--- src/rtl/led_pattern_pkg.sv ---
// Shared types and constants for the multi-channel LED pattern generator.
package led_pattern_pkg;

    typedef enum logic [1:0] {
        MODE_OFF   = 2'd0,
        MODE_ON    = 2'd1,
        MODE_BLINK = 2'd2,
        MODE_BURST = 2'd3
    } mode_e;

    typedef enum logic [1:0] {
        BST_ON    = 2'd0,
        BST_OFF   = 2'd1,
        BST_PAUSE = 2'd2
    } burst_e;

    localparam int unsigned BRIGHT_W = 8;
    localparam int unsigned PWM_MAX  = 254;
    localparam int unsigned BURST_W  = 4;

endpackage

--- src/rtl/led_pattern_chan.sv ---
// One LED channel: config registers, half-period counter and BURST sequencer.
module led_pattern_chan
    import led_pattern_pkg::*;
#(
    parameter int unsigned HALF_W       = 12,
    parameter int unsigned PAUSE_HALVES = 8
) (
    input  logic               clk,
    input  logic               rst,
    input  logic               i_tick,
    input  logic               i_restart,
    input  logic               i_wr,
    input  mode_e              i_mode,
    input  logic [HALF_W-1:0]  i_half,
    input  logic [BURST_W-1:0] i_burst,
    output logic               o_state
);

    localparam int unsigned PAUSE_W = (PAUSE_HALVES > 1) ? $clog2(PAUSE_HALVES) : 1;

    mode_e              r_mode;
    burst_e             r_bstate;
    logic [HALF_W-1:0]  r_half;
    logic [HALF_W-1:0]  r_half_cnt;
    logic [BURST_W-1:0] r_burst;
    logic [BURST_W-1:0] r_pulse_cnt;
    logic [PAUSE_W-1:0] r_pause_cnt;
    logic               r_state;

    mode_e              w_mode;
    logic               w_half_evt;
    logic               w_more_pulses;

    // Mode that the channel restarts into: the incoming one on a write, else the held one.
    assign w_mode        = i_wr ? i_mode : r_mode;
    assign w_half_evt    = i_tick && (r_half_cnt == r_half - HALF_W'(1));
    assign w_more_pulses = ({1'b0, r_pulse_cnt} + (BURST_W+1)'(1)) < {1'b0, r_burst};

    always_ff @(posedge clk) begin
        if (rst) begin
            r_mode      <= MODE_OFF;
            r_half      <= HALF_W'(1);
            r_burst     <= BURST_W'(1);
            r_half_cnt  <= '0;
            r_pulse_cnt <= '0;
            r_pause_cnt <= '0;
            r_bstate    <= BST_ON;
            r_state     <= 1'b0;
        end else if (i_wr || i_restart) begin
            if (i_wr) begin
                r_mode  <= i_mode;
                r_half  <= (i_half == '0) ? HALF_W'(1) : i_half;
                r_burst <= (i_burst == '0) ? BURST_W'(1) : i_burst;
            end
            r_half_cnt  <= '0;
            r_pulse_cnt <= '0;
            r_pause_cnt <= '0;
            r_bstate    <= BST_ON;
            r_state     <= (w_mode != MODE_OFF);
        end else if (i_tick && (r_mode == MODE_BLINK || r_mode == MODE_BURST)) begin
            r_half_cnt <= w_half_evt ? '0 : r_half_cnt + HALF_W'(1);
            if (w_half_evt && r_mode == MODE_BLINK) begin
                r_state <= ~r_state;
            end else if (w_half_evt) begin
                // BURST: ON -> OFF -> (ON | PAUSE) -> ON
                case (r_bstate)
                    BST_ON: begin
                        r_bstate <= BST_OFF;
                        r_state  <= 1'b0;
                    end
                    BST_OFF: begin
                        r_pulse_cnt <= r_pulse_cnt + BURST_W'(1);
                        if (w_more_pulses) begin
                            r_bstate <= BST_ON;
                            r_state  <= 1'b1;
                        end else begin
                            r_bstate <= BST_PAUSE;
                        end
                    end
                    BST_PAUSE: begin
                        if (r_pause_cnt == PAUSE_W'(PAUSE_HALVES - 1)) begin
                            r_pause_cnt <= '0;
                            r_pulse_cnt <= '0;
                            r_bstate    <= BST_ON;
                            r_state     <= 1'b1;
                        end else begin
                            r_pause_cnt <= r_pause_cnt + PAUSE_W'(1);
                        end
                    end
                    default: begin
                        r_bstate <= BST_ON;
                        r_state  <= 1'b1;
                    end
                endcase
            end
        end
    end

    assign o_state = r_state;

endmodule

--- src/rtl/led_pattern_ctrl.sv ---
// Multi-channel LED pattern generator: shared prescaler, NUM_CH channels, optional PWM.
// Optional global brightness is enabled with `define LED_BRIGHTNESS_EN.
module led_pattern_ctrl
    import led_pattern_pkg::*;
#(
    parameter int unsigned NUM_CH       = 4,
    parameter int unsigned PRESCALE     = 50_000,
    parameter int unsigned HALF_W       = 12,
    parameter int unsigned PAUSE_HALVES = 8,
    localparam int unsigned CH_W        = (NUM_CH > 1) ? $clog2(NUM_CH) : 1
) (
    input  logic                clk,
    input  logic                rst,
    input  logic                cfg_we,
    input  logic [CH_W-1:0]     cfg_ch,
    input  logic [1:0]          cfg_mode,
    input  logic [HALF_W-1:0]   cfg_half,
    input  logic [BURST_W-1:0]  cfg_burst,
    input  logic                sync_in,
`ifdef LED_BRIGHTNESS_EN
    input  logic [BRIGHT_W-1:0] bright,
`endif
    output logic [NUM_CH-1:0]   led
);

    localparam int unsigned PRE_W = $clog2(PRESCALE);

    logic [PRE_W-1:0]  r_pre;
    logic              w_tick;
    logic [NUM_CH-1:0] w_wr;
    logic [NUM_CH-1:0] w_state;

    assign w_tick = (r_pre == PRE_W'(PRESCALE - 1));

    always_ff @(posedge clk) begin
        if (rst || sync_in || w_tick) begin
            r_pre <= '0;
        end else begin
            r_pre <= r_pre + PRE_W'(1);
        end
    end

    // Out-of-range cfg_ch matches no channel, so such writes fall away.
    for (genvar i = 0; i < NUM_CH; i++) begin : g_chan
        assign w_wr[i] = cfg_we && (cfg_ch == CH_W'(i));

        led_pattern_chan #(
            .HALF_W       (HALF_W),
            .PAUSE_HALVES (PAUSE_HALVES)
        ) u_chan (
            .clk       (clk),
            .rst       (rst),
            .i_tick    (w_tick),
            .i_restart (sync_in),
            .i_wr      (w_wr[i]),
            .i_mode    (mode_e'(cfg_mode)),
            .i_half    (cfg_half),
            .i_burst   (cfg_burst),
            .o_state   (w_state[i])
        );
    end

`ifdef LED_BRIGHTNESS_EN
    logic [BRIGHT_W-1:0] r_pwm;
    logic [NUM_CH-1:0]   r_led;

    // Free-running 255-step PWM gates every channel by the global duty.
    always_ff @(posedge clk) begin
        if (rst) begin
            r_pwm <= '0;
            r_led <= '0;
        end else begin
            r_pwm <= (r_pwm == BRIGHT_W'(PWM_MAX)) ? '0 : r_pwm + BRIGHT_W'(1);
            r_led <= w_state & {NUM_CH{(r_pwm < bright)}};
        end
    end

    assign led = r_led;
`else
    assign led = w_state;
`endif

endmodule

--- config.mk ---
export PLATFORM = sky130hd
export DESIGN_NAME = led_pattern_ctrl
export DESIGN_NICKNAME = d
export VERILOG_FILES = /design/src/rtl/led_pattern_pkg.sv /design/src/rtl/led_pattern_chan.sv /design/src/rtl/led_pattern_ctrl.sv
export SDC_FILE = /design/constraint.sdc
export NUM_CORES = 1
export LEC_CHECK = 0
export ABC_CLOCK_PERIOD_IN_PS = 9000
export CAP_MARGIN = 25
export CORE_ASPECT_RATIO = 0.8
export CORE_MARGIN = 4
export CORE_UTILIZATION = 60
export CTS_CLUSTER_SIZE = 8
export DETAILED_ROUTE_END_ITERATION = 16
export PLACE_DENSITY = 0.78
export SLEW_MARGIN = 10
export SYNTH_ARGS = -nofsm -noshare
export SYNTH_HDL_FRONTEND = slang
export SYNTH_SLANG_ARGS = --single-unit
--- constraint.sdc ---
create_clock -name clk -period 9 [get_ports clk]
set_clock_uncertainty 0.15 [all_clocks]
set_input_delay 0.9 -clock clk [delete_from_list [all_inputs] [get_ports clk]]
set_output_delay 0.9 -clock clk [all_outputs]
set_load 0.05 [all_outputs]
# Yosys cells after proc, flatten, opt, wreduce, memory -nomap -nowiden
# Index checks and enable logic that the tools add are counted.
[word_totals]
register_bits = 176
wordCells = 241
input_bits = 24
[classes]
order_cmp = 4
reduce_logical = 73
addsub = 21
n_eq_ne = 40
mux = 62
n_bitwise = 8
[ops]
columns = ["op", "n"]
rows = [
  ["12-bit 2-to-1 mux", 5],
  ["12-bit by 1-bit adder with 12-bit output, second input constant", 4],
  ["12-bit == test", 4],
  ["4-bit AND reduction", 12],
  ["12-bit by 1-bit subtractor with 12-bit output, second input constant", 4],
  ["4-bit by 1-bit != test with 1-bit output, second input constant", 8],
  ["4-bit one-hot mux with 2 select lines", 4],
  ["2-bit == test, second input constant", 14],
  ["1-bit 2-to-1 mux", 24],
  ["2-bit 2-to-1 mux", 12],
  ["2-bit one-hot mux with 3 select lines", 4],
  ["2-bit nonzero test", 12],
  ["4-bit by 1-bit adder with 5-bit output, second input constant", 4],
  ["5-bit by 4-bit less-than comparator with 1-bit output", 4],
  ["4-bit 2-to-1 mux", 5],
  ["5-bit AND reduction", 4],
  ["16-bit by 1-bit adder with 16-bit output, second input constant", 1],
  ["4-bit by 1-bit adder with 4-bit output, second input constant", 4],
  ["16-bit == test, second input constant", 1],
  ["1-bit logical AND", 16],
  ["3-bit by 1-bit adder with 3-bit output, second input constant", 4],
  ["3-bit == test, second input constant", 4],
  ["12-bit logical NOT", 1],
  ["3-bit 2-to-1 mux", 4],
  ["other kinds (10)", 49],
]

# Logic depth before layout (Yosys ltp)
# Gate-level depths: netlist of run 1.
[logic_depth]
ltp_word = 8
mapped_depth = 13
mapped_depth_nobuf = 10

# Cells and area by module
# From an unflattened synthesis of run 1, not the netlist that was laid out.
[unflattened]
cells_unflattened = 1213
area_unflattened_um2 = 10570.1
[modules_own_cells]
columns = ["module", "area_per_inst_um2", "seq_area_each_um2", "instances", "cells_per_inst"]
rows = [
  ["led_pattern_chan at g_chan[0].u_chan ...", 2521.2, 800.8, 2, 285],
  ["led_pattern_chan at g_chan[1].u_chan", 2407.3, 800.8, 1, 285],
  ["led_pattern_chan at g_chan[3].u_chan", 2369.8, 800.8, 1, 273],
  ["led_pattern_ctrl", 750.7, 320.3, 1, 85],
]

# Least setup slack after synthesis of run 1
# No wires, ideal clock.
[synth_timing]
kind = "reg-to-reg"
start = "register g_chan[2].u_chan.r_half[0]"
end = "register g_chan[2].u_chan.r_bstate[1]"
arrival_time_ns = 3.003
synth_period_minus_slack_ns = 3.224
path_stages_with_launch = 11
path_slack_ns = 5.776
path_buffers = 1
cell_sequence = "dfxtp_1 clkbuf_1 inv_1 ha_1 or3b_2 nor4b_1 and3b_1 or4_1 or3_1 or2_0 a21oi_1"
[synth_via]
elab_chain_cells = 6
[synth_lines]
columns = ["item", "line_no", "source"]
rows = [
  ["start: declaration", "led_pattern_chan.sv:23", "logic [HALF_W-1:0] r_half;"],
  ["start signal: assignment", "led_pattern_chan.sv:52", "r_half <= (i_half == '0) ? HALF_W'(1) : i_half;"],
  ["12-bit by 1-bit subtractor with 12-bit output *", "led_pattern_chan.sv:36", "assign w_half_evt = i_tick && (r_half_cnt == r_half - HALF_W'(1));"],
  ["12-bit == test *", "led_pattern_chan.sv:36", ""],
  ["1-bit logical AND *", "led_pattern_chan.sv:36", ""],
  ["1-bit logical AND", "led_pattern_chan.sv:62", "if (w_half_evt && r_mode == MODE_BLINK) begin"],
  ["1-bit NOT (no line)", "n/a", ""],
  ["4-bit AND reduction (no line) *", "n/a", ""],
  ["end signal: assignment", "led_pattern_chan.sv:47", "r_bstate <= BST_ON;"],
  ["end signal: assignment", "led_pattern_chan.sv:58", "r_bstate <= BST_ON;"],
  ["end signal: assignment", "led_pattern_chan.sv:68", "r_bstate <= BST_OFF;"],
  ["end: declaration", "led_pattern_chan.sv:22", "burst_e r_bstate;"],
]
# Every way passes the cells marked *; elsewhere a longest branch is shown, timed or not.
# A chain may end at the register's enable or synchronous reset.

# Final worst setup path of run 1
[layout_timing]
start = "register r_pre[9]"
end = "register g_chan[0].u_chan.r_pause_cnt[1]"
[layout_via]
elab_chain_cells = 5
elab_cells_between_ends = 6
[layout_lines]
columns = ["item", "line_no", "source"]
rows = [
  ["start: declaration", "led_pattern_ctrl.sv:28", "logic [PRE_W-1:0] r_pre;"],
  ["start signal: assignment", "led_pattern_ctrl.sv:39", "r_pre <= r_pre + PRE_W'(1);"],
  ["16-bit == test *", "led_pattern_ctrl.sv:33", "assign w_tick = (r_pre == PRE_W'(PRESCALE - 1));"],
  ["1-bit logical AND", "led_pattern_chan.sv:36", ""],
  ["1-bit logical AND", "led_pattern_chan.sv:62", ""],
  ["1-bit NOT (no line)", "n/a", ""],
  ["4-bit AND reduction (no line) *", "n/a", ""],
  ["end signal: assignment", "led_pattern_chan.sv:87", "r_pause_cnt <= r_pause_cnt + PAUSE_W'(1);"],
  ["end: declaration", "led_pattern_chan.sv:27", "logic [PAUSE_W-1:0] r_pause_cnt;"],
]
# Marks and branches as above.

==> results of run 1 <==
==> report_power, final <==
group / internal, uW / switching, uW
combinational: 52.2 / 84.4
clock: 472 / 313
sequential: 792 / 16.2
total: 1320 / 414
==> worst max-delay path, stage by stage (launching register included) <==
cell	delay (ns)
dfxtp_1	0.38
nor4bb_1	0.62
and4_1	0.56
and2_1	0.34
nor4b_1	0.30
nand4bb_1	0.42
or3_1	0.55
mux2i_1	0.16
==> worst paths after layout <==
kind                                            start                                      endpoint  slack (ns)  depth (start not counted)
max                               r_pre[9]$_SDFF_PP0_  g_chan[0].u_chan.r_pause_cnt[1]$_SDFFE_PP0P_        5.40                          7
min          g_chan[1].u_chan.r_burst[3]$_SDFFE_PP0P_      g_chan[1].u_chan.r_burst[3]$_SDFFE_PP0P_        0.31                          2
max reg2reg                       r_pre[9]$_SDFF_PP0_  g_chan[0].u_chan.r_pause_cnt[1]$_SDFFE_PP0P_        5.40                          7
min reg2reg  g_chan[1].u_chan.r_burst[3]$_SDFFE_PP0P_      g_chan[1].u_chan.r_burst[3]$_SDFFE_PP0P_        0.31                          2
==> sequential cells by signal, indices dropped and copies added, names as in the netlist <==
signal / count
g_chan.u_chan.r_mode: 8
g_chan.u_chan.r_bstate: 8
g_chan.u_chan.o_state: 4
g_chan.u_chan.r_half: 48
g_chan.u_chan.r_pause_cnt: 12
g_chan.u_chan.r_pulse_cnt: 16
g_chan.u_chan.r_half_cnt: 48
g_chan.u_chan.r_burst: 16
r_pre: 16
==> layout make-up <==
type | count | area, sq um | share of cell area, %
clock inverter | 13 | 186 | 1.75
multi-input combinational | 940 | 5750 | 54.1
clock buffer | 18 | 439 | 4.13
tap | 215 | 269 | 2.53
inverter | 39 | 146 | 1.38
timing repair buffer | 34 | 318 | 2.99
sequential | 176 | 3520 | 33.1
==> routing by layer <==
layer / up-vias / part of all wire (%)
li1: 4235 / -
met1: 3940 / 48
met2: 231 / 44
met3: 26 / 5.9
met4: 0 / 1.7
met5: - / 0
==> cells in the mapped netlist (3+ instances only) <==
cell type / number / share of area [%]
a2111oi_0: 4 / 0.36
a211o_1: 12 / 1.1
a211oi_1: 11 / 0.85
a21boi_0: 5 / 0.39
a21oi_1: 89 / 4.6
a31oi_1: 11 / 0.71
and2_1: 5 / 0.32
and3_1: 17 / 1.1
and4_1: 5 / 0.45
buf_2: 6 / 0.31
buf_4: 4 / 0.31
clkbuf_1: 49 / 1.9
dfxtp_1: 176 / 36
ha_1: 36 / 4.7
inv_1: 39 / 1.5
mux2_2: 3 / 0.35
mux2i_1: 22 / 2.3
nand2_1: 190 / 7.4
nand3_1: 34 / 1.8
nand3b_1: 5 / 0.39
nand4_1: 26 / 1.7
nand4b_1: 3 / 0.27
nor2_1: 138 / 5.4
nor2b_1: 13 / 0.84
nor3_1: 30 / 1.6
nor3b_1: 8 / 0.62
nor4_1: 17 / 1.1
nor4b_1: 8 / 0.72
o2111ai_1: 4 / 0.36
o211ai_1: 7 / 0.54
o21a_1: 4 / 0.31
o21ai_0: 33 / 1.7
o22ai_1: 5 / 0.32
o31ai_1: 3 / 0.23
or3_1: 16 / 1.0
or3b_2: 3 / 0.27
or4_1: 13 / 1.0
xnor2_1: 63 / 5.7
xor2_1: 56 / 5.1
==> kinds of logic (layout without fill, tap and decap cells) <==
group	after synthesis	in the layout	share of synthesized area [%]
AOI/OAI and AO/OA	211	211	13.6
adders and majority gates	36	36	4.66
and+or+nand+nor	548	548	27.5
muxes	25	25	2.63
buffers and inverters	100	104	4.12
xor gates and xnor gates	120	120	11.0
DFF	176	176	36.4
==> per-stage QoR <==
step,utilization (%),cells,power (uW),hold WS [ns],worst slack [ns]
floorplan,-,1216,915,0.263,5.78
CTS,67.3,1435,1740,0.309,5.41
global route,67.3,1435,1790,0.332,5.17
global placement,63.3,1404,956,0.277,5.55
finish,67.3,1435,1730,0.305,5.40
detailed placement,63.3,1404,959,0.283,5.45
==> flow_metrics.env, run 1 <==
export IMPL_slew_headroom_pct=40.6
export IMPL_syn_area_per_cell_sq_um=7.95
export IMPL_p_per_area_nw_per_um2=163
export IMPL_htreeDepth=4
export IMPL_ctsResizeCount=0
export IMPL_fmax_mhz=278
export IMPL_cts_sinks=176
export IMPL_slew_violations=0
export IMPL_rsz0062_at_grt="no"
export IMPL_met3_usage_pct=4.46
export IMPL_cp_start_kind="flop"
export IMPL_ant_nets=0
export IMPL_grtUsageMet1_pct=36.9
export IMPL_synthArstFlopShare_pct=0
export IMPL_post_route_min_period_ns=3.60
export IMPL_ys_types=69
export IMPL_hp_class="reg2reg"
export IMPL_avgRoutedWirePerCell_um=15.8
export IMPL_design_area_sq_um=10600
export IMPL_die_h_um=122
export IMPL_worstPathArrival_ns=3.75
export IMPL_dr_pass1_iters=7
export IMPL_die_area_sq_um=18200
export IMPL_peakVddDrop_uv=147
export IMPL_antenna_found_initial=0
export IMPL_numCtsBuffers=17
export IMPL_max_slew_worst_pin_slew_ns=0.889
export IMPL_timing_setup_tns_ns=0
export IMPL_grt_use_met2_pct=39.1
export IMPL_synth_edff_count=0
export IMPL_busiest_layer="met2"
export IMPL_crit_path_end_kind="flop"
export IMPL_overflow=0
export IMPL_die_w_um=150
export IMPL_gp_congestion=0.882
export IMPL_synth_main_ff_cell="dfxtp_1"
export IMPL_cts_buffer_depth=2
export IMPL_place_area_sq_um=10000
export IMPL_grt_usage_pct=25.5
export IMPL_path_class="reg2reg"
export IMPL_coreArea_sq_um=15800
export IMPL_final_cell_mix="nand2_1, dfxtp_1, nor2_1, a21oi_1, xnor2_1"
export IMPL_grt_start_max_net_pins=83
export IMPL_syn_nets=1276
export IMPL_routed_wl_mm=22.7
export IMPL_syn_inst=1216
export IMPL_insertion_delay_ns=0.43
export IMPL_cts_tree="yes"
export IMPL_via_count=8432
export IMPL_synth_area_sq_um=9670
export IMPL_setup_viol=0
export IMPL_hold_violations=0
export IMPL_cts_root_buf="clkbuf_16"
export IMPL_drive_above_1_share_pct=4.51
export IMPL_initialDrtViolationCount=699
export IMPL_viasPerCell=5.88
export IMPL_layout_commonest_cell="nand2_1"
export IMPL_cts_setup_buffers=0
export IMPL_synth_seq_area_share_pct=36.4
export IMPL_cap_violations=0
export IMPL_clk_pin_slew_ns=0.07
export IMPL_layout_nets=1268
export IMPL_syn2layout_area_growth_pct=9.99
export IMPL_outcome="completed"
export IMPL_drc=0
export IMPL_io_pins=28
export IMPL_yosys_warnings=0
export IMPL_std_cell_rows=41
export IMPL_ys_ff_latch=176
export IMPL_grt_pass1_wl_mm=37.6
export IMPL_n_antenna_cell=0
export IMPL_cp_max_fo=10
export IMPL_dp_hpwl_mm=16.0
export IMPL_period_share_pct=40.0
export IMPL_portBuffers=27
export IMPL_fillers=1328
export IMPL_cts_hold_buf=0
export IMPL_p_leak_uw=0.00374
export IMPL_crit_required_ns=9.15
export IMPL_grt_pass1_vias=7653
export IMPL_floorplan_initialDensity_pct=61.2
Power figures use the tool's default switching activity.
==> run 2: changes to the inputs <==
--- a/config.mk
+++ b/config.mk
@@ -5,7 +5,7 @@
 export SDC_FILE = /design/constraint.sdc
 export NUM_CORES = 1
 export LEC_CHECK = 0
-export ABC_CLOCK_PERIOD_IN_PS = 9000
+export ABC_CLOCK_PERIOD_IN_PS = 3700
 export CAP_MARGIN = 25
 export CORE_ASPECT_RATIO = 0.8
 export CORE_MARGIN = 4
==> constraint.sdc (replaced) <==
create_clock -name clk -period 3.7 [get_ports clk]
set_clock_uncertainty 0.15 [all_clocks]
set_input_delay 0.37 -clock clk [delete_from_list [all_inputs] [get_ports clk]]
set_output_delay 0.37 -clock clk [all_outputs]
set_load 0.05 [all_outputs]
==> flow_metrics.env, run 2 (same netlist as run 1, synthesis figures left out) <==
export IMPL_gp_congestion=0.930
export IMPL_viasPerCell=5.90
export IMPL_antenna_found_initial=0
export IMPL_ant_nets=0
export IMPL_die_h_um=122
export IMPL_p_per_area_nw_per_um2=393
export IMPL_period_share_pct=92.8
export IMPL_dp_cells=1413
export IMPL_ff2ff_path_depth=9
export IMPL_grt_usage_pct=26.1
export IMPL_cp_start_kind="flop"
export IMPL_floorplan_initialDensity_pct=61.2
export IMPL_overflow=0
export IMPL_via_count=8525
export IMPL_whs_ns=0.282
export IMPL_setup_viol=0
export IMPL_htreeDepth=4
export IMPL_layout_nets=1277
export IMPL_dr_pass1_iters=5
export IMPL_layout_commonest_cell="nand2_1"
export IMPL_cts_sinks=176
export IMPL_insertion_delay_ns=0.44
export IMPL_rsz0062_at_grt="no"
export IMPL_combPwrFrac_pct=8.0
export IMPL_cts_root_buf="clkbuf_16"
export IMPL_grt_pass1_wl_mm=38.5
export IMPL_cts_tree="yes"
export IMPL_slew_headroom_pct=45.5
export IMPL_dp_hpwl_mm=16.4
export IMPL_grt_pass1_vias=7873
export IMPL_p_leak_uw=0.00377
export IMPL_worst_slack_ns=0.266
export IMPL_coreArea_sq_um=15800
export IMPL_syn2layout_area_growth_pct=10.6
export IMPL_cap_violations=0
export IMPL_final_cell_mix="nand2_1, dfxtp_1, nor2_1, a21oi_1, xnor2_1"
export IMPL_ctsResizeCount=0
export IMPL_p_clk_share_pct=45.2
export IMPL_post_route_min_period_ns=3.43
export IMPL_initialDrtViolationCount=743
export IMPL_worstPathArrival_ns=3.65
export IMPL_die_w_um=150
export IMPL_die_area_sq_um=18200
export IMPL_drive_above_1_share_pct=5.21
export IMPL_numCtsBuffers=17
export IMPL_peakVddDrop_uv=324
export IMPL_std_cell_rows=41
export IMPL_cts_hold_buf=0
export IMPL_crit_required_ns=3.92
export IMPL_crit_path_end_kind="flop"
export IMPL_pre_cts_ws_ns=0.338
export IMPL_r2r_slack_ns=0.27
export IMPL_fmax_mhz=291
export IMPL_biggestRegsByFlops="g_chan.u_chan.r_half: 48 flops, g_chan.u_chan.r_half_cnt: 48 flops"
export IMPL_cts_setup_buffers=0
export IMPL_outcome="completed"
export IMPL_hold_depth=2
export IMPL_cellInternalPower_uw=3150
export IMPL_portBuffers=27
export IMPL_timing_setup_tns_ns=0
export IMPL_fin_cells=1444
export IMPL_avgRoutedWirePerCell_um=15.9
export IMPL_hp_class="in2reg"
export IMPL_seqPwrFrac_pct=46.8
export IMPL_cts_buffer_depth=2
export IMPL_clk_pin_slew_ns=0.07
export IMPL_power_switching_uw=1050
export IMPL_routed_wl_mm=23.0
export IMPL_drc=0
export IMPL_io_pins=28
export IMPL_cp_max_fo=8
export IMPL_slew_violations=0
export IMPL_path_class="reg2reg"
export IMPL_max_slew_worst_pin_slew_ns=0.813
export IMPL_grt_start_max_net_pins=33
export IMPL_n_antenna_cell=0
export IMPL_hold_violations=0
export IMPL_swShare_pct=25.0
==> run 2: cell types whose count changed in the layout (fill, tap and decap cells not counted) <==
cell	previous run	this run
inv_6	2	4
bufinv_16	4	3
clkinv_2	3	1
clkinv_4	3	1
inv_8	0	2
clkinvlp_4	1	2
buf_4	7	16
==> run 2: worst paths after layout <==
path / from / end
setup / recovery: g_chan[2].u_chan.r_half[0]$_SDFFE_PP1P_ / g_chan[2].u_chan.r_bstate[1]$_SDFFE_PP0P_
hold / removal: rst / g_chan[0].u_chan.r_half[4]$_SDFFE_PP0P_
setup reg to reg: g_chan[2].u_chan.r_half[0]$_SDFFE_PP1P_ / g_chan[2].u_chan.r_bstate[1]$_SDFFE_PP0P_
hold reg to reg: r_pre[0]$_SDFF_PP0_ / r_pre[0]$_SDFF_PP0_
==> run 2: area by class of cell <==
class / instances / area [sq um]
clock buffer: 18 / 439
tap: 215 / 269
multi-input combinational: 940 / 5750
inverter: 39 / 146
fill: 1378 / 5110
timing repair buffer: 43 / 385
sequential: 176 / 3520
clock inverter: 13 / 176
==> run 2: through the flow <==
step	utilization, %	total power [uW]	area [sq um]
after detailed placement	63.8	2340	10100
final	67.7	4200	10700
after global placement	63.8	2330	10100
after floorplan	-	2220	9670
after global routing	67.7	4340	10700
after CTS	67.7	4220	10700
==> run 2: worst max-delay path: stages (launching register included) <==
cell,delay [ns]
dfxtp_1,0.38
inv_1,0.10
ha_1,0.28
or3b_2,0.48
nor4b_1,0.29
and3b_1,0.22
or4_1,0.63
or3_1,0.44
or2_0,0.26
a21oi_1,0.14
==> run 2: metal layers <==
metal	GRT usage [%]	up-vias	share of wire, %
met1	36.9	4041	47
met3	4.69	21	6.1
met4	7.26	0	1.2
li1	-	4244	-
met2	41.3	219	46
met5	0	-	0
==> run 2: power by group through the flow <==
stage	clock (uW)	sequential, uW	combinational (uW)
CTS	1920	1960	333
finish	1900	1970	337
global placement	0	2010	325
global route	2000	1970	369
floorplan	0	1990	235
detailed placement	0	2010	331
==> run 3: changes to the inputs <==
--- a/config.mk
+++ b/config.mk
@@ -7,7 +7,7 @@
 export LEC_CHECK = 0
 export ABC_CLOCK_PERIOD_IN_PS = 3700
 export CAP_MARGIN = 25
-export CORE_ASPECT_RATIO = 0.8
+export CORE_ASPECT_RATIO = 1.4
 export CORE_MARGIN = 4
 export CORE_UTILIZATION = 60
 export CTS_CLUSTER_SIZE = 8
==> constraint.sdc (replaced) <==
create_clock -name clk -period 3.7 [get_ports clk]
set_clock_uncertainty 0.15 [all_clocks]
set_input_delay 0.37 -clock clk [delete_from_list [all_inputs] [get_ports clk]]
set_output_delay 0.37 -clock clk [all_outputs]
set_load 0.1 [all_outputs]
==> flow_metrics.env, run 3 (same netlist as run 1, synthesis figures left out) <==
export IMPL_io_pins=28
export IMPL_die_h_um=158
export IMPL_via_count=8402
export IMPL_std_cell_rows=54
export IMPL_post_route_util_pct=67.8
export IMPL_crit_required_ns=3.91
export IMPL_hold_violations=0
export IMPL_reg2reg_to="g_chan[2].u_chan.r_bstate[1]$_SDFFE_PP0P_"
export IMPL_clk_pin_slew_ns=0.07
export IMPL_viasPerCell=5.89
export IMPL_cp_start_kind="flop"
export IMPL_min_to="g_chan[1].u_chan.r_mode[1]$_SDFFE_PP0N_"
export IMPL_floorplan_initialDensity_pct=61.7
export IMPL_dp_hpwl_mm=16.3
export IMPL_final_cell_mix="nand2_1, dfxtp_1, nor2_1, a21oi_1, xnor2_1"
export IMPL_overflow=0
export IMPL_numCtsBuffers=17
export IMPL_cts_tree="yes"
export IMPL_pre_cts_ws_ns=0.387
export IMPL_r2r_start="g_chan[2].u_chan.r_half[0]$_SDFFE_PP1P_"
export IMPL_grt_pass1_wl_mm=37.0
export IMPL_ff2ff_path_depth=9
export IMPL_grt_usage_pct=25.1
export IMPL_slew_violations=0
export IMPL_worst_slack_ns=0.322
export IMPL_die_area_sq_um=18200
export IMPL_grt_start_max_net_pins=42
export IMPL_avgRoutedWirePerCell_um=15.5
export IMPL_drc=0
export IMPL_n_antenna_cell=0
export IMPL_p_clk_share_pct=42.7
export IMPL_period_share_pct=91.3
export IMPL_setup_viol=0
export IMPL_drive_above_1_share_pct=5.44
export IMPL_coreArea_sq_um=15700
export IMPL_cp_max_fo=8
export IMPL_biggestRegsByFlops="g_chan.u_chan.r_half: 48 flops, g_chan.u_chan.r_half_cnt: 48 flops"
export IMPL_ant_nets=0
export IMPL_outcome="completed"
export IMPL_portBuffers=27
export IMPL_whs_ns=0.214
export IMPL_slew_headroom_pct=34.5
export IMPL_cap_violations=0
export IMPL_p_leak_uw=0.00376
export IMPL_layout_commonest_cell="nand2_1"
export IMPL_initialDrtViolationCount=518
export IMPL_r2r_slack_ns=0.32
export IMPL_rsz0062_at_grt="no"
export IMPL_crit_path_end_kind="flop"
export IMPL_power_switching_uw=1080
export IMPL_hp_class="in2reg"
export IMPL_syn2layout_area_growth_pct=9.97
export IMPL_dr_pass1_iters=5
export IMPL_insertion_delay_ns=0.43
export IMPL_hold_depth=2
export IMPL_design_area_sq_um=10600
export IMPL_cellInternalPower_uw=2950
export IMPL_htreeDepth=4
export IMPL_worstPathArrival_ns=3.58
export IMPL_combPwrFrac_pct=8.6
export IMPL_die_w_um=115
export IMPL_antenna_found_initial=0
export IMPL_peakVddDrop_uv=335
export IMPL_cts_buffer_depth=2
export IMPL_max_slew_worst_pin_slew_ns=0.980
export IMPL_swShare_pct=26.8
export IMPL_cts_root_buf="clkbuf_16"
export IMPL_path_class="reg2reg"
export IMPL_place_area_sq_um=10100
export IMPL_gp_congestion=0.901
export IMPL_cts_sinks=176
export IMPL_path_cells="inv_1 > ha_1 > or3b_2 > nor4b_1 > and3b_1 > or4_1 > or3_1 > or2_0 > a21oi_1"
export IMPL_seqPwrFrac_pct=48.7
export IMPL_min_from="rst"
export IMPL_routed_wl_mm=22.1
export IMPL_post_route_min_period_ns=3.38
export IMPL_grt_pass1_vias=7856
export IMPL_fmax_mhz=296
export IMPL_timing_setup_tns_ns=0
export IMPL_slowest_stage="or4_1"
export IMPL_critPathMaxStageDelay_ns=0.63
export IMPL_p_per_area_nw_per_um2=379
export IMPL_layout_nets=1278
==> run 3: cell types whose count changed in the layout (fill, tap and decap cells not counted) <==
cell	before	now
buf_4	16	17
bufinv_16	3	0
clkbuf_8	1	0
clkinv_4	1	3
clkinv_8	0	1
clkinvlp_4	2	1
inv_6	4	6
inv_8	2	3
nor3_1	30	29
nor3_2	1	2
==> run 3: metrics by stage <==
stage / instances / total power [uW]
2_1_floorplan: 1216 / 2240
3_3_place_gp: 1395 / 2340
3_5_place_dp: 1395 / 2350
4_1_cts: 1427 / 4060
5_1_grt: 1427 / 4180
6_report: 1427 / 4030
==> run 3: what timing repair did <==
item,4_1_cts,5_1_grt
resized for setup,0,1
setup endpoints to repair,0,1
hold buffers,0,0
buffers inserted,0,0
==> run 3: final cells by class <==
cell class / instances / area [sq um]
multi-input cells: 940 / 5760
fillers: 1345 / 5040
flip-flops and latches: 176 / 3520
clock buffers: 17 / 425
repair buffers: 44 / 393
well taps: 196 / 245
inverters: 39 / 146
clock inverters: 15 / 141
==> run 3: power by group through the flow <==
stage / clock, uW / combinational (uW) / sequential (uW)
after global placement: 0 / 339 / 2010
after CTS: 1750 / 346 / 1960
final: 1720 / 347 / 1960
after floorplan: 0 / 246 / 1990
after global routing: 1830 / 382 / 1970
after detailed placement: 0 / 344 / 2010
==> run 3: critical path: cells and delay by family (launching register included) <==
kind | cells | cell delay, ns
AOI/OAI and AO/OA | 1 | 0.13
DFF | 1 | 0.38
buffers and inverters | 1 | 0.11
and+or+nand+nor | 6 | 2.28
adders and majority gates | 1 | 0.27
==> run 3: worst max path at each step <==
| stage | startpoint | endpoint | slack (ns) | cells past startpoint |
|---|---|---|---|---|
| finish | g_chan[2].u_chan.r_half[0]$_SDFFE_PP1P_ | g_chan[2].u_chan.r_bstate[1]$_SDFFE_PP0P_ | 0.32 | 9 |
| CTS | g_chan[2].u_chan.r_half[0]$_SDFFE_PP1P_ | g_chan[2].u_chan.r_bstate[1]$_SDFFE_PP0P_ | 0.35 | 9 |
| global placement | g_chan[2].u_chan.r_half[0]$_SDFFE_PP1P_ | g_chan[2].u_chan.r_bstate[1]$_SDFFE_PP0P_ | 0.43 | 9 |
| floorplan | g_chan[2].u_chan.r_half[0]$_SDFFE_PP1P_ | g_chan[2].u_chan.r_bstate[1]$_SDFFE_PP0P_ | 0.48 | 10 |
| global route | g_chan[3].u_chan.r_half[0]$_SDFFE_PP1P_ | g_chan[3].u_chan.r_pulse_cnt[3]$_SDFFE_PP0P_ | 0.14 | 9 |
| detailed placement | g_chan[2].u_chan.r_half[0]$_SDFFE_PP1P_ | g_chan[2].u_chan.r_bstate[1]$_SDFFE_PP0P_ | 0.39 | 9 |
==> run 3: metal layers <==
metal,up-vias,part of all wire [%],global-route usage [%]
met1,3885,42,30.8
met3,49,4.6,3.79
li1,4260,-,-
met4,0,3.1,10.6
met5,-,0,0
met2,208,50,43.6
==> RTL edit 1, RTL diff (settings of run 3) <==
Put a register stage on the output `led`, without a reset. The value now appears one clock later.
--- a/src/rtl/led_pattern_ctrl.sv
+++ b/src/rtl/led_pattern_ctrl.sv
@@ -78,5 +78,7 @@
     assign led = r_led;
 `else
-    assign led = w_state;
+    always_ff @(posedge clk) begin
+        led <= w_state;
+    end
 `endif
 
Function: changed (Yosys sat finds a counterexample within 4 cycles, from zero or initial values and one cycle with rst high).
==> RTL edit 1 against run 3 <==
Total power up 0.84%. Wire length up 2.7%. Synthesized cell count down 0.82%. Sequential cell count up 4. Cell area up 1.3%. Maximum frequency up 4.1%. Critical endpoint is now g_chan[2].u_chan.r_pulse_cnt[3]. Worst setup slack better by 0.13 ns. Final cell count down 0.35%. Synthesized area up 1.4%. Sequential share of layout area up 0.31 points. Global-route usage up 0.28 points.
==> RTL edit 1: results (changes against run 3) <==
num-fill-cells: 1385  # +3.0%
dp_hpwl_mm: 16.4  # +0.64%
yosysWarnings: 0  # unchanged
portBuffers: 27  # unchanged
ir_drop_mv: 0.323  # -3.5%
r2r_start: "g_chan[2].u_chan.r_half[0]"
min_from: "g_chan[3].u_chan.o_state"
grt_pass1_wl_mm: 38.6  # +4.3%
crit_arrival_ns: 3.45  # -0.13 ns
drive_gt1_share_pct: 5.72  # +0.28 points
post_cts_buffers: 0  # unchanged
relSlewSlack_pct: 31.0  # -3.5 points
antenna_found_initial: 0  # unchanged
wl_met3_mm: 1.11  # +10%
worstSetupPathType: "reg -> reg"
p_leak_nw: 3.78  # +0.60%
reg2reg_slack_ns: 0.46  # +0.13 ns
yosysSeqAreaShare_pct: 36.8  # +0.31 points
routed_wirelength_mm: 22.7  # +2.7%
drt_iter0_markers: 619  # +19%
max_stage_delay_ns: 0.60  # -0.03 ns
synthTopCellsByCount: "180 x dfxtp_1, 178 x nand2_1, 149 x nor2_1"
met1_usage_pct: 30.6  # -0.18 points
gp_congestion: 0.868  # -3.6%
ys_async_sr_fraction_pct: 0  # unchanged
cp_slowest_cell: "or4b_1"
vias_per_cell: 6.01  # +2.0%
min_to: "led[3]"
synth_area_leaders: "dfxtp_1 37%, nand2_1 6.8%, nor2_1 5.7%"
firstDrtPassIters: 5  # unchanged
wl_met1_mm: 9.26  # +0.15%
path_max_fanout: 11  # +3
grt_pass1_vias: 8317  # +5.9%
diodes: 0  # unchanged
cts_buffer_depth: 2  # unchanged
outcome: "complete, no violations"
fin_nets: 1273  # -0.39%
synth_cell_types: 81  # +17%
wl_met2_mm: 11.6  # +4.4%
power.internal_mw: 3.08  # +4.3%
grt_max_degree: 80  # +90%
hp-class: "reg -> reg"
clk_pin_slew_worst_paths_ns: 0.06
ctsResizeCount: 0  # unchanged
htreeDepth: 4  # unchanged
grtUsageMet3_pct: 5.10  # +1.3 points
hold_ws_ns: 0.255  # +0.0417 ns
hold-path-cell-count: 0  # -2
endpoint: "g_chan[2].u_chan.r_pulse_cnt[3]"
grt_util_met2_pct: 43.5  # -0.12 points
grt_usage_pct: 25.4  # +0.28 points
==> RTL edit 1: changes by cell type after synthesis, sizes merged, moves of 7 or more <==
cell	delta
a211oi	-8
nand2	-12
nand4	+13
nor3	-7
nand2b	+10
nor2	+11
or3	-11
nand3	-12
or4	-9
==> RTL edit 1: through the flow <==
step / utilization (%) / instance area [sq um] / worst slack, ns / power, mW / cells
floorplan: - / 9800 / 0.826 / 2.29 / 1206
global placement: 63.6 / 10200 / 0.589 / 2.41 / 1393
detailed placement: 63.6 / 10200 / 0.491 / 2.41 / 1393
CTS: 66.9 / 10800 / 0.487 / 4.08 / 1422
global route: 66.9 / 10800 / 0.227 / 4.22 / 1422
finish: 66.9 / 10800 / 0.456 / 4.06 / 1422
==> RTL edit 1: final cells by class <==
| class | count | area share [%] |
|---|---|---|
| Sequential cell | 180 | 33.5 |
| Tap cell | 199 | 2.31 |
| Inverter | 39 | 1.36 |
| Multi-Input combinational cell | 932 | 54.3 |
| Timing Repair Buffer | 43 | 3.58 |
| Clock buffer | 24 | 4.47 |
| Clock inverter | 5 | 0.488 |
==> RTL edit 1: cell families after synthesis <==
logic type      count (synthesis)  synth area share [%]
mux                            25                  2.60
buf+inv                        94                  3.61
xor+xnor                      115                  10.4
simple gates                  533                  27.0
compound gates                223                  15.1
flops                         180                  36.8
fa+ha+maj                      36                  4.59
==> RTL edit 1: power groups by stage <==
stage | Combinational [mW] | Clock, mW | Sequential [mW]
finish | 0.360 | 1.69 | 2.01
global route | 0.395 | 1.80 | 2.02
CTS | 0.358 | 1.71 | 2.01
detailed placement | 0.355 | 0 | 2.06
global placement | 0.350 | 0 | 2.06
floorplan | 0.233 | 0 | 2.06
==> RTL edit 2, RTL diff (settings of run 3) <==
Made on the original files. Build with the macro `LED_BRIGHTNESS_EN` defined.
--- a/src/rtl/led_pattern_ctrl.sv
+++ b/src/rtl/led_pattern_ctrl.sv
@@ -1,4 +1,6 @@
 // Multi-channel LED pattern generator: shared prescaler, NUM_CH channels, optional PWM.
 // Optional global brightness is enabled with `define LED_BRIGHTNESS_EN.
+`define LED_BRIGHTNESS_EN
+
 module led_pattern_ctrl
     import led_pattern_pkg::*;
Interface: changed (added bright); port bits go from 28 to 36. The function was not compared with the original's and may differ.
==> RTL edit 2 against run 3 <==
Non-clock buffer count grew 9. First-iteration DRC count grew 53%. Largest cell class unchanged. Via count grew 9.3%. Largest power group unchanged. Synthesized cell count grew 5.1%. Cell area grew 8.7%. Worst setup slack gained 0.087 ns. Synthesized area grew 7.7%. Total power grew 5.5%. Hold slack gained 0.066 ns. Wire length grew 11%. Sequential cell count grew 12.
==> RTL edit 2: results (changes against run 3) <==
synth_area_leaders: "dfxtp_1 36%, nand2_1 7.1%, ha_1 5.4%"
p_clk_share_pct: 41.7  # -1.0 points
placed_cell_area_sq_mm: 0.0110  # +9.2%
clock_tree_area_fraction_pct: 4.93  # -0.41 points
cts-root-buf: "clkbuf_16"
wl_met2_mm: 12.5  # +12%
seq_area_sq_mm: 0.00376  # +6.8%
crit_arrival_ns: 3.52  # -0.06 ns
cp_slowest_cell: "or4_1"
synth_compound_area_share_pct: 14.4  # +0.75 points
p_leak_nw: 4.22  # +12%
muxShareOfSynthArea_pct: 2.23  # -0.39 points
cts_buffers: 17  # unchanged
buffers: 53  # +20%
synth-xor-area-share_pct: 10.9  # -0.15 points
dp_hpwl_mm: 17.8  # +9.3%
clkbuf_count: 20  # +3
ir_drop_mv: 0.305  # -8.8%
synthAdderAreaFrac_pct: 5.41  # +0.75 points
drt_iter0_markers: 793  # +53%
gp_congestion: 0.898  # -0.29%
wl_met3_mm: 1.58  # +56%
grt_pass1_wl_mm: 41.1  # +11%
relSlewSlack_pct: 33.7  # -0.82 points
path_max_fanout: 11  # +3
grt_max_degree: 50  # +19%
non_clock_inverter_count: 53  # +36%
multi_input_gates: 988  # +5.1%
wl_met1_mm: 10.0  # +8.5%
htreeDepth: 4  # unchanged
outcome: "complete, no violations"
nonClkBufAreaFrac_pct: 4.14  # +0.44 points
yosysSeqAreaShare_pct: 36.1  # -0.31 points
sw_frac_of_total_pct: 25.3  # -1.5 points
grt_util_met2_pct: 46.4  # +2.8 points
met1_usage_pct: 30.5  # -0.30 points
clock_latency_ns: 0.44
p_clk_mw: 1.77  # +3%
p_comb_share_pct: 8.8  # +0.2 points
grt_pass1_vias: 8660  # +10%
routed_wirelength_mm: 24.6  # +11%
grtUsageMet3_pct: 4.72  # +0.93 points
synthTopCellsByCount: "198 x nand2_1, 188 x dfxtp_1, 125 x nor2_1"
num-fill-cells: 1381  # +2.7%
ys_ff_latch: 188  # +6.8%
syn_area_per_cell_sq_um: 8.15  # +2.5%
portBuffers: 35  # +30%
reg_top3: "g_chan.u_chan.r_half: 48 flops, g_chan.u_chan.r_half_cnt: 48 flops"
wl_per_cell_microns: 15.9  # +2.9%
ys_async_sr_fraction_pct: 0  # unchanged
fin_area_sq_mm: 0.0116  # +8.7%
grt_usage_pct: 25.5  # +0.40 points
dpl_worst_slack_ns: 0.494  # +0.107 ns
drive_gt1_share_pct: 5.56  # +0.12 points
dieWidth_microns: 119  # +3.5%
synth_cell_types: 74  # +7.2%
## RTL edit 2: cell count changes in the layout (fill, tap and decap cells not counted), sizes merged, moves of 9 or more
| cell | change |
|---|---|
| and3 | +17 |
| nor2 | -13 |
| dfxtp | +12 |
| nand2b | +12 |
| ha | +9 |
| or3 | -9 |
## RTL edit 2: worst paths after layout
path | from | endpoint | slack, ns | cells after the start
hold reg to reg | r_pre[0] | r_pre[0] | 0.30 | 1
setup reg to reg | g_chan[2].u_chan.r_half[0] | g_chan[2].u_chan.r_pulse_cnt[2] | 0.41 | 9
hold / removal | rst | g_chan[3].u_chan.r_bstate[1] | 0.28 | 4
setup / recovery | g_chan[2].u_chan.r_half[0] | g_chan[2].u_chan.r_pulse_cnt[2] | 0.41 | 9
## RTL edit 2: critical path, delay by kind of cell (launching register included)
kind                       cells  cell delay [ns]
AOI/OAI and AO/OA              2             0.80
adders and majority gates      1             0.18
buffers and inverters          1             0.07
and+or+nand+nor                5             1.68
DFF                            1             0.36
